<file path="config.mk">
export PLATFORM = sky130hd
export DESIGN_NAME = sprite_line_fetcher
export DESIGN_NICKNAME = d
export VERILOG_FILES = /design/src/rtl/sprite_line_fetcher.sv
export SDC_FILE = /design/constraint.sdc
export NUM_CORES = 2
export LEC_CHECK = 0
export BUFFER_PORTS_ARGS = -buffer_cell sky130_fd_sc_hd__buf_4
export CORE_AREA = 2 2 319 321
export CTS_CLUSTER_SIZE = 40
export DETAILED_ROUTE_END_ITERATION = 8
export DIE_AREA = 0 0 321 323
export PLACE_DENSITY = 0.78
export REMOVE_ABC_BUFFERS = 1
export SETUP_SLACK_MARGIN = 0.02
export SYNTH_ARGS = -nofsm -noshare
export SYNTH_HDL_FRONTEND = slang
export SYNTH_SLANG_ARGS = --single-unit
</file>
<file path="constraint.sdc">
create_clock -name Clk -period 7.35 [get_ports Clk]
set_clock_uncertainty 0.05 [all_clocks]
set_input_delay 0.3675 -clock Clk [delete_from_list [all_inputs] [get_ports Clk]]
set_output_delay 0.3675 -clock Clk [all_outputs]
set_load 0.02 [all_outputs]
</file>
<file path="src/rtl/sprite_line_fetcher.sv">
// Double-buffered sprite scanline prefetcher: fills one line bank from the registered sprite ROM
// while the other bank serves per-pixel palette indices to the colour mapper.
module sprite_line_fetcher #(
    parameter int unsigned SPRITE_W       = 181,
    parameter int unsigned SPRITE_H       = 256,
    parameter int unsigned ADDR_W         = 17,
    parameter int unsigned IDX_W          = 4,
    parameter bit          TRANSPARENT_EN = 1'b1
) (
    input  logic              Clk,
    input  logic              Reset,
    input  logic              line_start,
    input  logic [9:0]        next_y,
    input  logic [9:0]        sprite_x,
    input  logic [9:0]        sprite_y,
    input  logic [9:0]        DrawX,
    output logic [ADDR_W-1:0] rom_addr,
    input  logic [IDX_W-1:0]  rom_idx,
    output logic [IDX_W-1:0]  pix_idx,
    output logic              pix_valid,
    output logic              busy,
    output logic              done,
    output logic              overrun
);

    localparam int unsigned COL_W = $clog2(SPRITE_W);

    localparam logic [COL_W-1:0]  ColLast   = COL_W'(SPRITE_W - 1);
    localparam logic [10:0]       SpriteW11 = 11'(SPRITE_W);
    localparam logic [10:0]       SpriteH11 = 11'(SPRITE_H);
    localparam logic [ADDR_W-1:0] SpriteWA  = ADDR_W'(SPRITE_W);

    typedef enum logic [1:0] {StIdle, StFetch, StDrain} state_e;

    state_e             state_q, state_d;
    logic               disp_bank_q, disp_bank_d;
    logic [1:0]         hit_q, hit_d;
    logic [ADDR_W-1:0]  base_q, base_d;
    logic [COL_W-1:0]   col_q, col_d;
    logic               wr_en_q, wr_en_d;
    logic [COL_W-1:0]   wr_col_q, wr_col_d;
    logic               skip_q, skip_d;
    logic               overrun_q, overrun_d;
    logic [IDX_W-1:0]   pix_idx_q, pix_idx_d;
    logic               pix_valid_q, pix_valid_d;

    logic [IDX_W-1:0]   buf_q [2][SPRITE_W];

    logic [10:0]        row;
    logic               row_ok;
    logic               mem_we;
    logic               wr_bank;
    logic [10:0]        dx;
    logic               disp_hit;
    logic [COL_W-1:0]   rd_col;
    logic [IDX_W-1:0]   rd_idx;

    assign wr_bank = ~disp_bank_q;

    // Fetch sequencing and line_start handling; line_start overrides whatever the FSM was doing.
    always_comb begin
        state_d     = state_q;
        disp_bank_d = disp_bank_q;
        hit_d       = hit_q;
        base_d      = base_q;
        col_d       = col_q;
        wr_en_d     = 1'b0;
        wr_col_d    = wr_col_q;
        skip_d      = 1'b0;
        overrun_d   = overrun_q;
        mem_we      = wr_en_q;

        row    = {1'b0, next_y} - {1'b0, sprite_y};
        row_ok = !row[10] && (row < SpriteH11);

        unique case (state_q)
            StFetch: begin
                wr_en_d  = 1'b1;
                wr_col_d = col_q;
                col_d    = col_q + 1'b1;
                if (col_q == ColLast) begin
                    state_d = StDrain;
                end
            end
            StDrain: begin
                hit_d[wr_bank] = 1'b1;
                state_d        = StIdle;
            end
            default: ;
        endcase

        if (line_start) begin
            disp_bank_d        = ~disp_bank_q;
            mem_we             = 1'b0;
            wr_en_d            = 1'b0;
            // Old display bank becomes the new fetch bank; its contents are about to be stale.
            hit_d[disp_bank_q] = 1'b0;
            if (state_q != StIdle) begin
                overrun_d      = 1'b1;
                hit_d[wr_bank] = 1'b0;
            end
            if (row_ok) begin
                base_d  = ADDR_W'(row) * SpriteWA;
                col_d   = '0;
                state_d = StFetch;
            end else begin
                state_d = StIdle;
                skip_d  = 1'b1;
            end
        end

        if (Reset) begin
            mem_we = 1'b0;
        end
    end

    // Display read: the display bank is never the fetch bank, so no port collision.
    always_comb begin
        dx          = {1'b0, DrawX} - {1'b0, sprite_x};
        disp_hit    = hit_q[disp_bank_q] && !dx[10] && (dx < SpriteW11);
        rd_col      = disp_hit ? dx[COL_W-1:0] : '0;
        rd_idx      = buf_q[disp_bank_q][rd_col];
        pix_idx_d   = disp_hit ? rd_idx : '0;
        pix_valid_d = disp_hit && !(TRANSPARENT_EN && (rd_idx == '0));
    end

    always_ff @(posedge Clk) begin
        if (Reset) begin
            state_q     <= StIdle;
            disp_bank_q <= 1'b0;
            hit_q       <= '0;
            base_q      <= '0;
            col_q       <= '0;
            wr_en_q     <= 1'b0;
            wr_col_q    <= '0;
            skip_q      <= 1'b0;
            overrun_q   <= 1'b0;
            pix_idx_q   <= '0;
            pix_valid_q <= 1'b0;
        end else begin
            state_q     <= state_d;
            disp_bank_q <= disp_bank_d;
            hit_q       <= hit_d;
            base_q      <= base_d;
            col_q       <= col_d;
            wr_en_q     <= wr_en_d;
            wr_col_q    <= wr_col_d;
            skip_q      <= skip_d;
            overrun_q   <= overrun_d;
            pix_idx_q   <= pix_idx_d;
            pix_valid_q <= pix_valid_d;
        end
    end

    always_ff @(posedge Clk) begin
        if (mem_we) begin
            buf_q[wr_bank][wr_col_q] <= rom_idx;
        end
    end

    assign rom_addr  = (state_q == StFetch) ? (base_q + ADDR_W'(col_q)) : '0;
    assign busy      = (state_q != StIdle);
    assign done      = skip_q || ((state_q == StDrain) && !line_start);
    assign overrun   = overrun_q;
    assign pix_idx   = pix_idx_q;
    assign pix_valid = pix_valid_q;

endmodule

</file>
==> results.env <==
MAX_CAP_VIOLATIONS=0
SYNTHARSTFLOPSHARE=0
PLACEMENT.SETUP.WORST_SLACK_NS=1.31
AVGVIACOUNTPERCELL=6.82
TIMING.FINAL.CRIT_PERIOD_NS=5.54
CORE_AREA_SQ_MM=0.101
POSTCTSSETUPREPAIRBUFS=0
XOR_XNOR_FRACTION_OF_SYNTH_AREA=0.00635
AREA_GROWTH_PCT=11.2
FMAX_MHz=181
MAX-SLEW-MARGIN-REL=0.0873
CRIT_REQUIRED_NS=7.93
DRT_PASS1_ITERATIONS=6
SYNTHESIS.AREA_PER_INSTANCE_SQ_UM=17.5
FINAL_LAYOUT_SIZE_SUFFIX_GT1_FRAC=0.199
POST_SYNTH_MUX_AREA_SHARE=0.135
CTS-HTREE-LEVELS=4
POWERDENSITY_mW_PER_MM2=281
WORSTSETUPSTARTPOINTTYPE='flip-flop'
SYNTH-EDFF-COUNT=1448
DOMINANT_COMBINATIONAL_CELL_FAMILY_BY_AREA_AFTER_SYNTHESIS='multiplexers'
OUTCOME='completed'
TOTAL_NETS_FINAL=3767
DETAIL_ROUTE.WIRELENGTH_UM=158000
DETAILEDPLACEMENTHPWL_UM=96500
NUMBER_OF_GLOBAL_ROUTE_VIAS_BEFORE_REPAIR=34300
P_LEAK_uW=0.0218
SYNTH-ADDER-AREA-SHARE=0.0227
HOLD_CLASS='input port to flip-flop'
COUNT_OF_STATE_ELEMENTS_AFTER_SYNTHESIS=1495
START_UTIL=0.614
CTS.REPAIR.RESIZED=0
SYNTH.DISTINCT_CELLS=77
WORSTPATHARRIVAL_NS=6.12
CTS-ROOT-BUF='sky130_fd_sc_hd__clkbuf_16'
FRACTION_OF_THE_MAPPED_NETLIST_AREA_IN_SIMPLE_LOGIC_GATES=0.0583
TIMING.CRITICAL_PATH.CELLS='mux2i_1, or3_1, a2bb2oi_1, a311oi_2, o311ai_4, buf_4, nor2_4, buf_12, buf_12, mux4_2, mux2i_1, a211oi_1, a2111oi_2, o32a_1, a211oi_1, a311oi_2, a31oi_1'
DRC=0
TIMING.FINAL.CRIT_SHARE=0.754
SETUP_WS_NS=1.81
ANTENNA_VIOLATIONS_BEFORE_REPAIR=4
IR_WORST_VDD_mV=0.760
PLACEMENTROWS=117
TIMING_MAX_TRANSITION_VIOLATIONS_FINAL=0
SETUP_VIOL=0
CRITPATHMAXSTAGEDELAY_NS=0.59
CTS.SINK_COUNT=1495
TIMING.FINAL.HOLD_VIOLATIONS=0
TIMING.CRITICAL_PATH.MAX_DELAY_FAMILY='compound AO/OA/AOI/OAI gates'
PORT-BUFFER-COUNT=71
SETUP-TNS-FINAL_NS=0
TOP_CELLS_BY_AREA_IN_THE_SYNTHESIZED_NETLIST='sky130_fd_sc_hd__edfxtp_1 (70%), sky130_fd_sc_hd__mux4_2 (13%), sky130_fd_sc_hd__nor2_1 (2.8%)'
WORSTPATHBUFFERINVERTERCOUNT=3
GRT_REMAINING_OVERFLOW=0
ANT_NETS=0
LAYOUT.FILLER_CELLS=6279
FINALNONFILLERCELLS=5055
MOST_INSTANTIATED_FLIP_FLOP_CELL_IN_THE_SYNTHESIS_NETLIST='sky130_fd_sc_hd__edfxtp_1'
SYNTH.YOSYS.SEQ_AREA_SHARE=0.718
YOSYS_TOP_CELL_BY_AREA='sky130_fd_sc_hd__edfxtp_1'
CRITPATHCAPTURETYPE='flip-flop'
CTSHOLDBUFFERS=2
UNREPAIRED_SETUP_ENDPOINTS_AFTER_GLOBAL_ROUTING='no'
DRTITER0DRC=5383
SYNTH_TOP_AREA_SHARE=0.703
ROUTED-VIA-COUNT=34500
CTS-BUFFERS-INSERTED=148
DETAIL_ROUTED_NET_LENGTH_PER_STANDARD_CELL_UM=31.4
DIE_AREA_SQ_MM=0.104
WIRE_LENGTH_OF_THE_FIRST_GLOBAL_ROUTING_PASS_UM=232000
SYNTH_COMPOUND_GATE_AREA_SHARE=0.0374
GPL.FINAL_WEIGHTED_CONGESTION=0.915
TRITONCTS='done'
OVERALL_DIE_HEIGHT_UM=323
CLK_PATH_BUF_DEPTH=3
TIGHTESTPINTRANSITION_NS=1.37
CRITPATHMAXFANOUT=39
SYNTH_CELLS=3539
GRT_START_MAX_NET_PINS=264
IO_PINS=72
DP_CELLS=4780
GLOBALROUTETOTALUTIL=0.311
CPMAXSTAGEDELAYCELL='sky130_fd_sc_hd__a2111oi_2'
PATH_CLK_SLEW_NS=0.06
CLK-INSERTION-DELAY-LATE_NS=0.76
CRITPATHKIND='flip-flop to flip-flop'
YS_WARN_COUNT=0
DIE_WIDTH_UM=321
SYN_AREA_SQ_MM=0.0619
## through the flow
stage,utilization,cell area (sq um),hold slack (ns),power (uW)
after floorplan,-,60900,0.387,11500
after global placement,0.634,63900,0.408,11800
after detailed placement,0.634,63900,0.415,11900
after CTS,0.683,68800,0.0288,19400
after global routing,0.683,68800,0.102,20000
final,0.683,68800,0.0544,19300
## power breakdown
group	total [uW]	internal (uW)	switching, uW	leakage [uW]
logic	2280	1010	1270	0.00599
registers	9390	9360	31.3	0.0134
clock network	7680	4450	3230	0.00239
total	19300	14800	4530	0.0218
## flip-flops by register name, indices dropped and copies added (netlist names), named ones only
| signal | count |
|---|---|
| disp_bank_q | 1 |
| base_q | 17 |
| wr_col_q | 8 |
| hit_q | 2 |
| col_q | 8 |
| overrun | 1 |
| skip_q | 1 |
| wr_en_q | 1 |
| pix_idx | 4 |
| buf_q | 1448 |
| state_q | 2 |
| pix_valid | 1 |
## final timing paths
check              start         to  slack (ns)  cells past startpoint
max             hit_q[1]  pix_valid        1.81                     17
min          sprite_y[0]  base_q[0]        0.05                      5
max reg2reg     hit_q[1]  pix_valid        1.81                     17
min reg2reg      overrun    overrun        0.43                      2
## Yosys cell counts, drive strengths merged (5+ instances only)
cell type and instances:
edfxtp 1448, nor2 466, mux4 348, nand2 180, clkbuf 134, inv 105, a21oi 84, buf 77
nand3 75, ha 72, a22oi 70, mux2i 48, dfxtp 47, nor3 43, o21ai 30, xnor2 27
fa 25, o211ai 21, a31oi 20, nand4 20, xor2 17, a221oi 16, nand2b 15, a21o 14
a211oi 13, nor2b 12, o21bai 11, and2 9, o22ai 9, a311oi 6, and3 6, o311ai 6
or3 6, mux2 5
## worst min-delay path, cell delays in order
cell and delay [ns]:
sky130_fd_sc_hd__buf_4 0.08, sky130_fd_sc_hd__ha_1 0.12, sky130_fd_sc_hd__inv_1 0.06, sky130_fd_sc_hd__mux2i_1 0.13, sky130_fd_sc_hd__nor2_1 0.05
## per-layer routing
metal,GRT usage,up-vias,share of wire
li1,-,14100,-
met5,0,-,0.000057
met1,0.424,17400,0.35
met2,0.480,2541,0.46
met3,0.0887,456,0.14
met4,0.129,2,0.047
## layout by cell type, fill, tap and decap left out, drive strengths merged, types with 7 or more instances in the layout
cell      instances
and2              9
mux2i            48
a31oi            20
nor2b            12
a21o             14
a221oi           16
o21bai           11
mux4            348
clkinv           54
fa               25
xor2             17
a22oi            70
clkbuf          187
dfxtp            47
clkinvlp          7
buf             143
ha               72
inv             112
nand3            75
xnor2            27
a211oi           13
nand4            20
nor3             43
nor2            466
nand2           180
nand2b           15
o21ai            30
o211ai           21
a21oi            84
o22ai             9
edfxtp         1448
bufinv           17
## cells by family (layout without fill, tap and decap cells)
logic type | count (synthesis) | in the layout
other cells | 0 | 1
buf+inv | 316 | 522
flops | 1495 | 1495
fa+ha+maj | 97 | 97
mux | 401 | 401
compound gates | 334 | 334
xor+xnor | 44 | 44
simple gates | 852 | 852
## cell type report
type                            instances  area [sq um]  share of cell area
Timing Repair Buffer                  145          1250              0.0182
Inverter                              105           394             0.00573
Sequential cell                      1495         44400               0.646
Clock buffer                          187          3980              0.0578
Multi-Input combinational cell       1728         16200               0.235
Antenna cell                            1          2.50           0.0000364
Clock inverter                         85           926              0.0135
Tap cell                             1309          1640              0.0238
No activity file was read; power rests on OpenSTA's default activity.
